--- config.mk ---
export PLATFORM = sky130hd
export DESIGN_NAME = pattern_scan_ctrl_flat
export DESIGN_NICKNAME = d
export VERILOG_FILES = /design/src/rtl/pattern_scan_pkg.sv /design/src/rtl/pattern_scan_ctrl_if.sv /design/src/rtl/pattern_window_cnt.sv /design/src/rtl/pattern_scan_ctrl.sv /design/src/flat_wrapper.sv
export SDC_FILE = /design/constraint.sdc
export NUM_CORES = 1
export LEC_CHECK = 0
export ABC_AREA = 1
export CAP_MARGIN = 20
export CORE_ASPECT_RATIO = 0.5
export CORE_MARGIN = 5
export CORE_UTILIZATION = 45
export DETAILED_ROUTE_END_ITERATION = 10
export PLACE_DENSITY = 0.62
export SLEW_MARGIN = 25
export SYNTH_ARGS = -nofsm -noshare
export SYNTH_HDL_FRONTEND = slang
export SYNTH_SLANG_ARGS = --single-unit
--- constraint.sdc ---
create_clock -name clk -period 5.4 [get_ports clk]
set_input_delay 0.54 -clock clk [delete_from_list [all_inputs] [get_ports clk]]
set_output_delay 0.54 -clock clk [all_outputs]
set_load 0.01 [all_outputs]
--- src/rtl/pattern_scan_pkg.sv ---
// Shared types and default address map for the pattern scan controller.
// Holds the FSM state enum and the default parameter values.
package pattern_scan_pkg;

    typedef enum logic [2:0] {
        IDLE,
        RD_PAT,
        RD_BYTE,
        DRAIN,
        WR_CTB,
        WR_CTO,
        WR_CTS,
        FIN
    } state_e;

    localparam int unsigned NBYTES_DEF   = 32;
    localparam int unsigned PAT_ADDR_DEF = 32;
    localparam int unsigned RES_BASE_DEF = 33;

endpackage

--- src/rtl/pattern_scan_ctrl_if.sv ---
// Start/done handshake plus data-memory bus of the pattern scanner.
// master: controller side; slave: memory/host side.
interface pattern_scan_ctrl_if;
    logic       start;
    logic       done;
    logic [7:0] mem_addr;
    logic       mem_rd_en;
    logic [7:0] mem_rdata;
    logic       mem_wr_en;
    logic [7:0] mem_wdata;

    modport master (
        input  start, mem_rdata,
        output done, mem_addr, mem_rd_en, mem_wr_en, mem_wdata
    );

    modport slave (
        output start, mem_rdata,
        input  done, mem_addr, mem_rd_en, mem_wr_en, mem_wdata
    );
endinterface

--- src/rtl/pattern_window_cnt.sv ---
// Counts 5-bit pattern hits inside cur and across the prev/cur boundary.
// Ports: pat, prev, cur, first -> inbyte_cnt, cross_cnt, any_hit.
module pattern_window_cnt (
    input  logic [4:0] pat,
    input  logic [7:0] prev,
    input  logic [7:0] cur,
    input  logic       first,
    output logic [2:0] inbyte_cnt,
    output logic [2:0] cross_cnt,
    output logic       any_hit
);
    logic [11:0] w;

    // w[7:0] is cur; windows at offsets 0..3 are in-byte,
    // offsets 4..7 straddle into the low nibble of prev.
    always_comb begin
        w          = {prev[3:0], cur};
        inbyte_cnt = 3'd0;
        cross_cnt  = 3'd0;
        for (int k = 0; k < 4; k++) begin
            if (w[k +: 5] == pat) inbyte_cnt = inbyte_cnt + 3'd1;
        end
        for (int k = 4; k < 8; k++) begin
            if (!first && w[k +: 5] == pat) cross_cnt = cross_cnt + 3'd1;
        end
        any_hit = (inbyte_cnt != 3'd0);
    end
endmodule

--- src/rtl/pattern_scan_ctrl.sv ---
// Scans NBYTES memory bytes for a 5-bit pattern and writes three counts.
// Ports: clk, reset (async active-low), bus (start/done + memory bus).
module pattern_scan_ctrl
    import pattern_scan_pkg::*;
#(
    parameter int unsigned NBYTES   = NBYTES_DEF,
    parameter int unsigned PAT_ADDR = PAT_ADDR_DEF,
    parameter int unsigned RES_BASE = RES_BASE_DEF
) (
    input logic                 clk,
    input logic                 reset,
    pattern_scan_ctrl_if.master bus
);
    state_e     state_q;
    logic [7:0] i_q;
    logic [4:0] pat_q;
    logic [7:0] prev_q, prev_d;
    logic [7:0] ctb_q, ctb_d;
    logic [7:0] cto_q, cto_d;
    logic [7:0] cts_q, cts_d;
    logic       done_q, rd_q, wr_q;
    logic [7:0] addr_q, wdata_q;

    logic       proc, first;
    logic [2:0] inb_cnt, crs_cnt;
    logic       hit;

    // Read data lags the address by one cycle, so RD_BYTE index i
    // sees byte i-1 and DRAIN sees the last byte.
    assign proc  = (state_q == DRAIN) ||
                   (state_q == RD_BYTE && i_q != 8'd0);
    assign first = (state_q == DRAIN) ? (NBYTES == 1) :
                   (i_q == 8'd1);

    pattern_window_cnt u_win (
        .pat        (pat_q),
        .prev       (prev_q),
        .cur        (bus.mem_rdata),
        .first      (first),
        .inbyte_cnt (inb_cnt),
        .cross_cnt  (crs_cnt),
        .any_hit    (hit)
    );

    always_comb begin
        ctb_d  = ctb_q;
        cto_d  = cto_q;
        cts_d  = cts_q;
        prev_d = prev_q;
        if (proc) begin
            ctb_d  = ctb_q + {5'd0, inb_cnt};
            cto_d  = cto_q + {7'd0, hit};
            cts_d  = cts_q + {5'd0, inb_cnt} + {5'd0, crs_cnt};
            prev_d = bus.mem_rdata;
        end
    end

    always_ff @(posedge clk or negedge reset) begin
        if (!reset) begin
            state_q <= IDLE;
            i_q     <= 8'd0;
            pat_q   <= 5'd0;
            prev_q  <= 8'd0;
            ctb_q   <= 8'd0;
            cto_q   <= 8'd0;
            cts_q   <= 8'd0;
            done_q  <= 1'b0;
            rd_q    <= 1'b0;
            wr_q    <= 1'b0;
            addr_q  <= 8'd0;
            wdata_q <= 8'd0;
        end else begin
            unique case (state_q)
                IDLE, FIN: begin
                    if (bus.start) begin
                        state_q <= RD_PAT;
                        done_q  <= 1'b0;
                        i_q     <= 8'd0;
                        pat_q   <= 5'd0;
                        prev_q  <= 8'd0;
                        ctb_q   <= 8'd0;
                        cto_q   <= 8'd0;
                        cts_q   <= 8'd0;
                        rd_q    <= 1'b1;
                        addr_q  <= 8'(PAT_ADDR);
                    end
                end
                RD_PAT: begin
                    state_q <= RD_BYTE;
                    i_q     <= 8'd0;
                    addr_q  <= 8'd0;
                    rd_q    <= 1'b1;
                end
                RD_BYTE: begin
                    if (i_q == 8'd0) pat_q <= bus.mem_rdata[7:3];
                    ctb_q  <= ctb_d;
                    cto_q  <= cto_d;
                    cts_q  <= cts_d;
                    prev_q <= prev_d;
                    if (i_q == 8'(NBYTES - 1)) begin
                        state_q <= DRAIN;
                        rd_q    <= 1'b0;
                        addr_q  <= 8'd0;
                    end else begin
                        i_q    <= i_q + 8'd1;
                        addr_q <= i_q + 8'd1;
                    end
                end
                DRAIN: begin
                    ctb_q   <= ctb_d;
                    cto_q   <= cto_d;
                    cts_q   <= cts_d;
                    prev_q  <= prev_d;
                    state_q <= WR_CTB;
                    wr_q    <= 1'b1;
                    addr_q  <= 8'(RES_BASE);
                    // last byte's contribution is not in ctb_q yet
                    wdata_q <= ctb_d;
                end
                WR_CTB: begin
                    state_q <= WR_CTO;
                    addr_q  <= 8'(RES_BASE + 1);
                    wdata_q <= cto_q;
                end
                WR_CTO: begin
                    state_q <= WR_CTS;
                    addr_q  <= 8'(RES_BASE + 2);
                    wdata_q <= cts_q;
                end
                WR_CTS: begin
                    state_q <= FIN;
                    wr_q    <= 1'b0;
                    addr_q  <= 8'd0;
                    wdata_q <= 8'd0;
                    done_q  <= 1'b1;
                end
                default: state_q <= IDLE;
            endcase
        end
    end

    assign bus.done      = done_q;
    assign bus.mem_addr  = addr_q;
    assign bus.mem_rd_en = rd_q;
    assign bus.mem_wr_en = wr_q;
    assign bus.mem_wdata = wdata_q;
endmodule

--- src/flat_wrapper.sv ---
// flat-port wrapper written by rule: the top's interface ports become plain ports
module pattern_scan_ctrl_flat import pattern_scan_pkg::*;
#(
    parameter int unsigned NBYTES   = NBYTES_DEF,
    parameter int unsigned PAT_ADDR = PAT_ADDR_DEF,
    parameter int unsigned RES_BASE = RES_BASE_DEF
)
  (clk, reset, bus_start, bus_mem_rdata, bus_done, bus_mem_addr, bus_mem_rd_en, bus_mem_wr_en, bus_mem_wdata);
  pattern_scan_ctrl_if bus_i ();
  input logic clk;
  input logic reset;
  input wire logic [$bits(bus_i.start)-1:0] bus_start;
  input wire logic [$bits(bus_i.mem_rdata)-1:0] bus_mem_rdata;
  output wire logic [$bits(bus_i.done)-1:0] bus_done;
  output wire logic [$bits(bus_i.mem_addr)-1:0] bus_mem_addr;
  output wire logic [$bits(bus_i.mem_rd_en)-1:0] bus_mem_rd_en;
  output wire logic [$bits(bus_i.mem_wr_en)-1:0] bus_mem_wr_en;
  output wire logic [$bits(bus_i.mem_wdata)-1:0] bus_mem_wdata;
  assign bus_i.start = bus_start;
  assign bus_i.mem_rdata = bus_mem_rdata;
  assign bus_done = bus_i.done;
  assign bus_mem_addr = bus_i.mem_addr;
  assign bus_mem_rd_en = bus_i.mem_rd_en;
  assign bus_mem_wr_en = bus_i.mem_wr_en;
  assign bus_mem_wdata = bus_i.mem_wdata;
  pattern_scan_ctrl #(.NBYTES(NBYTES), .PAT_ADDR(PAT_ADDR), .RES_BASE(RES_BASE)) u_core (.clk(clk), .reset(reset), .bus(bus_i));
endmodule
==> impl_metrics.toml, run 1 <==
[clocking]
post_cts_buffers = 0
postCtsHoldBufs = 0
cts_tree = "done"
path_clk_slew_ns = 0.05
cts_max_path_buffers = 2
cts-buffers-inserted = 9
ctsResizeCount = 0
cts.htree.levels = 3
cts.sinks = 63
clkLatencyLatePin_ns = 0.33
cts_root_buffer = "clkbuf_16"

[yosys]
async_flop_share = 1.00
ys_ff_latch = 63
synth_edf_count = 0
synthTopCellsByCount = "173 x nand2_1, 74 x inv_1, 63 x dfrtp_1"
yosysTopAreaCell = "dfrtp_1"
ys.flop_type = "dfrtp_1"
synth_warnings = 0
synth_cell_types = 40
yosysTopAreaCellShare = 0.359
netlist_area_um2 = 4390
synth.avg_cell_area_um2 = 7.19
syn_inst = 611
seq_area_frac_synth = 0.359
syn-num-nets = 645
synthTopCellsByArea = "dfrtp_1 36%, nand2_1 15%, nand3_1 6.7%"
yosys.cell_count.top_type = "nand2_1"

[floorplan]
die-height_um = 79.9
die-area_um2 = 12000
num_rows = 25
core_um2 = 9480
die_w_um = 150
start_util = 0.464
pin_count = 30

[route]
routed_wl_mm = 10.7
viasPerCell = 5.12
drt_iter0_markers = 228
avgRoutedWirePerCell_um = 13.9
ant_nets = 0
drcViolationCount = 0
num_vias = 3949
first_pass_iters = 5

[global_routing]
grt_use_met1 = 0.272
top_usage_layer = "met2"
grt_pass1_vias = 3852
grt_pass1_wl_mm = 18.5
grt.met2_usage = 0.300
grt.total_usage = 0.195
antenna_found_initial = 0
met3_usage = 0.0488
grt_overflow_total = 0
grt_max_degree = 64

[pwr]
power_density_nw_per_um2 = 507
max-vdd-ir-drop_mv = 0.194
p_leak_uw = 0.00257
power_uw = 2570

[setup_path]
cp-end-kind = "register"
path_max_fanout = 8
crit_type = "input port to register"
cp.required_ns = 5.62
r2r_slack_ns = 1.22
start_kind = "input port"
arrival_ns = 4.62

[timing]
fin_worst_skew_ns = 0.00629
rsz0062_at_grt = "no"
slew_viol_final = 0
hold_viol_final = 0
post-route-period-util = 0.815
setup-violations-final = 0
worst_pin_slew_ns = 0.826
fin_crit_ns = 4.40
timing.fmax_ghz = 0.227
setup_tns_ns = 0
slew_headroom = 0.449

[finish]
fillers = 939
seqCellArea_um2 = 1580
final_cells = 772
multi_input_area_um2 = 2380
drive_above_1_share = 0.0706
diodes = 0
area_growth_syn_to_layout_pct = 15.3
nets = 666

[placed_design]
dp_cells = 756
place.port_buffers = 29
gp_congestion = 0.875
dp_hpwl_mm = 7.76

[run]
drv_cap = 0

[min_path]
hold_path_class = "input port to asynchronous set/reset pin"

[status]
status = "completed"
worst max-delay path, cell delays in order:
cell and delay (ns):
clkdlybuf4s50_1 0.66, xnor2_1 0.16, nand3_1 0.08, nor4_1 0.35
ha_1 0.33, inv_1 0.08, nand2_1 0.07, nand2_1 0.09
inv_1 0.04, ha_1 0.25, or2_0 0.21, nand2_1 0.13
fa_1 0.43, inv_1 0.07, ha_1 0.21, fa_1 0.23
nand2_1 0.06, a21oi_1 0.17, nand2_1 0.09, nor2_1 0.15
nand3_1 0.09, nand2_1 0.08, nor2_1 0.04
power breakdown:
part           switching [uW]  total [uW]  leakage (uW)  internal, uW
Sequential                136         714      0.000846           579
Clock                     206         625      0.000165           419
Combinational             810        1230       0.00156           421
Total                    1150        2570       0.00257          1420
kinds of logic after synthesis:
family	Yosys count	synth area share
AO/OA/AOI/OAI	92	0.116
XOR/XNOR	21	0.0419
adder cells (fa/ha/maj)	23	0.0740
buffers and inverters	104	0.0991
flip-flops	63	0.359
AND/OR/NAND/NOR	308	0.310
cells in the final DEF (no fill, tap or decap), types with 2 or more instances in the layout:
cell type / synthesis / final
nand3_1: 59 / 59
o22ai_1: 6 / 6
clkbuf_16: 0 / 9
a21oi_1: 20 / 20
o21ai_1: 23 / 23
nor2_4: 4 / 4
clkbuf_8: 0 / 5
ha_1: 18 / 18
nor3_1: 10 / 10
xnor2_1: 8 / 8
o21ai_0: 32 / 32
xor2_1: 13 / 13
dfrtp_1: 63 / 63
a22o_1: 3 / 3
nor2_2: 3 / 3
and2_1: 2 / 2
nand4_1: 11 / 11
o21bai_1: 3 / 3
inv_2: 9 / 9
nand2_2: 4 / 4
fa_1: 5 / 5
nor2_1: 34 / 34
clkdlybuf4s50_1: 0 / 28
inv_1: 74 / 74
nand2_1: 173 / 173
layout make-up:
class	instances	share of cell area
Clock inverter	2	0.00691
Sequential cell	63	0.311
Tap cell	135	0.0333
Timing Repair Buffer	30	0.0578
Multi-Input combinational cell	444	0.470
Inverter	84	0.0627
Clock buffer	14	0.0580
path summary, 6_finish.rpt:
kind / cells after the start / startpoint / to
min: 2 / reset / u_core.bus.mem_addr[2]$_DFFE_PN0P_
max reg2reg: 22 / u_core.pat_q[4]$_DFFE_PN0P_ / u_core.cts_q[7]$_DFFE_PN0P_
max in group asynchronous: 2 / reset / u_core.pat_q[2]$_DFFE_PN0P_
min reg2reg: 2 / u_core.bus.mem_addr[3]$_DFFE_PN0P_ / u_core.bus.mem_addr[3]$_DFFE_PN0P_
max: 23 / bus_mem_rdata[3] / u_core.cts_q[7]$_DFFE_PN0P_
min in group clk: 2 / u_core.bus.mem_addr[3]$_DFFE_PN0P_ / u_core.bus.mem_addr[3]$_DFFE_PN0P_
sequential cells by signal (all words and copies together), names as in the netlist, 3 cells and up:
signal and flops:
u_core.cts_q 8, u_core.prev_q 4, u_core.pat_q 5, u_core.cto_q 8, u_core.bus.mem_addr 8, u_core.bus.mem_wdata 8, u_core.ctb_q 8, u_core.state_q 3
u_core.i_q 8
layer usage:
| metal | vias to the layer above | part of all wire |
|---|---|---|
| met5 | - | 0 |
| met4 | 0 | 0.015 |
| met3 | 16 | 0.064 |
| met2 | 95 | 0.42 |
| met1 | 1831 | 0.50 |
| li1 | 2007 | - |
through the flow:
step | cell area (um2) | utilization | hold WS (ns) | setup WS, ns
after detailed placement | 4740 | 0.500 | 0.464 | 0.664
after global routing | 5070 | 0.535 | 0.469 | 0.571
after CTS | 5070 | 0.535 | 0.420 | 1.01
final | 5070 | 0.535 | 0.361 | 0.999
after floorplan | 4390 | - | 0.244 | 1.59
after global placement | 4740 | 0.500 | 0.464 | 0.794
No activity file was read; power rests on OpenSTA's default activity.
==> inputs of run 2 (changes only) <==
--- a/config.mk
+++ b/config.mk
@@ -11,7 +11,7 @@
 export CORE_MARGIN = 5
 export CORE_UTILIZATION = 45
 export DETAILED_ROUTE_END_ITERATION = 10
-export PLACE_DENSITY = 0.62
+export PLACE_DENSITY = 0.64
 export SLEW_MARGIN = 25
 export SYNTH_ARGS = -nofsm -noshare
 export SYNTH_HDL_FRONTEND = slang
==> constraint.sdc (replaced) <==
create_clock -name clk -period 3.7 [get_ports clk]
set_input_delay 0.37 -clock clk [delete_from_list [all_inputs] [get_ports clk]]
set_output_delay 0.37 -clock clk [all_outputs]
set_load 0.01 [all_outputs]
==> run 2 against run 1 <==
The flow now finishes with violations (negative setup slack). Sequential power grew 38%. Die area is the same. Non-clock buffer count grew 86. Hold slack lost 0.20 ns. Critical path type is now register to register. Largest power group unchanged.
==> impl_metrics.toml, run 2 (synthesized netlist as in run 1, its figures left out) <==
[status]
status = "complete, but fails checks"
failed_checks = "negative setup slack"

[route]
top_layer = "met4"
ant_nets = 0
first_pass_iters = 5
num_vias = 4386
wl_met2_mm = 5.52
viasPerCell = 5.11
avgRoutedWirePerCell_um = 14.1
drt_iter0_markers = 256
m1WireLength_mm = 5.84
drcViolationCount = 0
routed_wl_mm = 12.1
wl_met3_um = 573

[global_routing]
grt_pass1_vias = 4211
grt_overflow_total = 0
grt_max_degree = 40
grt.total_usage = 0.213
antenna_found_initial = 0
grt_pass1_wl_mm = 20.2

[finish]
drive_above_1_share = 0.277
nets = 752
final_cell_mix = "159 x nand2_1, 83 x buf_4, 66 x inv_1, 58 x dfrtp_1, 52 x nand3_1"
stdcell_area_um2 = 5990
final_cells = 858
diodes = 0
area_growth_syn_to_layout_pct = 36.3
final_common_cell = "nand2_1"

[setup_path]
arrival_ns = 3.98
crit_type = "register to register"
start_kind = "register"
cp-end-kind = "register"
cp.required_ns = 3.92
path_max_fanout = 3

[floorplan]
die_w_um = 150
start_util = 0.464
die-area_um2 = 12000
num_rows = 25
core_um2 = 9480
die-height_um = 79.9
pin_count = 30

[timing]
post-route-period-util = 1.02
setup-violations-final = 2
fin_worst_skew_ns = 0.00796
rsz0062_at_grt = "yes"
slew_viol_final = 0
timing.fmax_ghz = 0.266
whs_ns = 0.158
hold_viol_final = 0
setup_tns_ns = -0.0793
slew_headroom = 0.410
fin_crit_ns = 3.76
fin_ws_ns = -0.0595
worst_pin_slew_ns = 0.885

[clocking]
path_clk_slew_ns = 0.05
postCtsHoldBufs = 0
cts.htree.levels = 3
cts-buffers-inserted = 9
cts_root_buffer = "clkbuf_16"
cts.sinks = 63
cts_tree = "done"
cts_max_path_buffers = 2
clkLatencyLatePin_ns = 0.33

[pwr]
power_density_nw_per_um2 = 705
p_leak_uw = 0.00298
max-vdd-ir-drop_mv = 0.380

[placed_design]
dp_cells = 828
place.port_buffers = 29
placed_area_um2 = 5280
gp_congestion = 0.849
dp_hpwl_mm = 8.68

[run]
drv_cap = 0

[min_path]
hold_path_class = "input port to asynchronous set/reset pin"
[run 2: path summary, 6_finish.rpt]
path	from	end	cells past startpoint	slack, ns
setup / recovery	u_core.pat_q[3]$_DFFE_PN0P_	u_core.cts_q[7]$_DFFE_PN0P_	21	-0.06
hold / removal	reset	u_core.i_q[4]$_DFFE_PN0P_	1	0.16
setup reg to reg	u_core.pat_q[3]$_DFFE_PN0P_	u_core.cts_q[7]$_DFFE_PN0P_	21	-0.06
hold reg to reg	u_core.bus.mem_wdata[6]$_DFFE_PN0P_	u_core.bus.mem_wdata[6]$_DFFE_PN0P_	2	0.48
max in group asynchronous	reset	u_core.cts_q[0]$_DFFE_PN0P_	2	2.79
min in group clk	u_core.bus.mem_wdata[6]$_DFFE_PN0P_	u_core.bus.mem_wdata[6]$_DFFE_PN0P_	2	0.48
[run 2: final cells by class]
cell class	instances	area [um2]
multi-input cells	444	2690
well taps	135	169
fillers	847	3490
repair buffers	116	945
clock buffers	13	260
inverters	84	320
clock inverters	3	17.5
flip-flops and latches	63	1580
[run 2: stage by stage]
step,setup WS [ns],util,total power (uW)
4_1_cts,-0.120,0.603,4040
6_report,-0.0595,0.632,4220
2_1_floorplan,0.00403,-,2390
3_5_place_dp,-0.728,0.557,3110
5_1_grt,-0.227,0.632,4570
3_3_place_gp,-0.566,0.557,3080
[run 2: timing repair]
item	CTS	global route
buffers inserted	10	4
gates resized for setup	31	62
setup endpoints to repair	17	21
pin swaps	7	42
[run 2: worst max-delay path, stage by stage, from the launching register on]
cell     delay, ns
dfrtp_2       0.43
xnor2_2       0.17
nand3_2       0.12
nor4_4        0.33
ha_4          0.27
inv_2         0.06
nand2_2       0.06
nand2_2       0.07
inv_2         0.04
ha_4          0.24
or2_0         0.12
nand2_2       0.08
fa_1          0.56
inv_2         0.05
ha_4          0.16
fa_2          0.39
nand2_2       0.07
a21oi_2       0.07
nand2_2       0.10
nor2_4        0.05
a21oi_1       0.14
nor2_1        0.05
[run 2: metal layers]
layer	GRT usage	vias to the layer above
li1	-	2184
met1	0.287	2079
met2	0.354	106
met3	0.0437	17
met4	0.0511	0
met5	0	-
[run 2: report_power, final]
group	leakage, uW	total [uW]	switching (uW)	internal [uW]
combinational	0.00200	2450	1460	982
clock	0.000136	790	303	488
sequential	0.000838	987	136	851
total	0.00298	4220	1900	2320
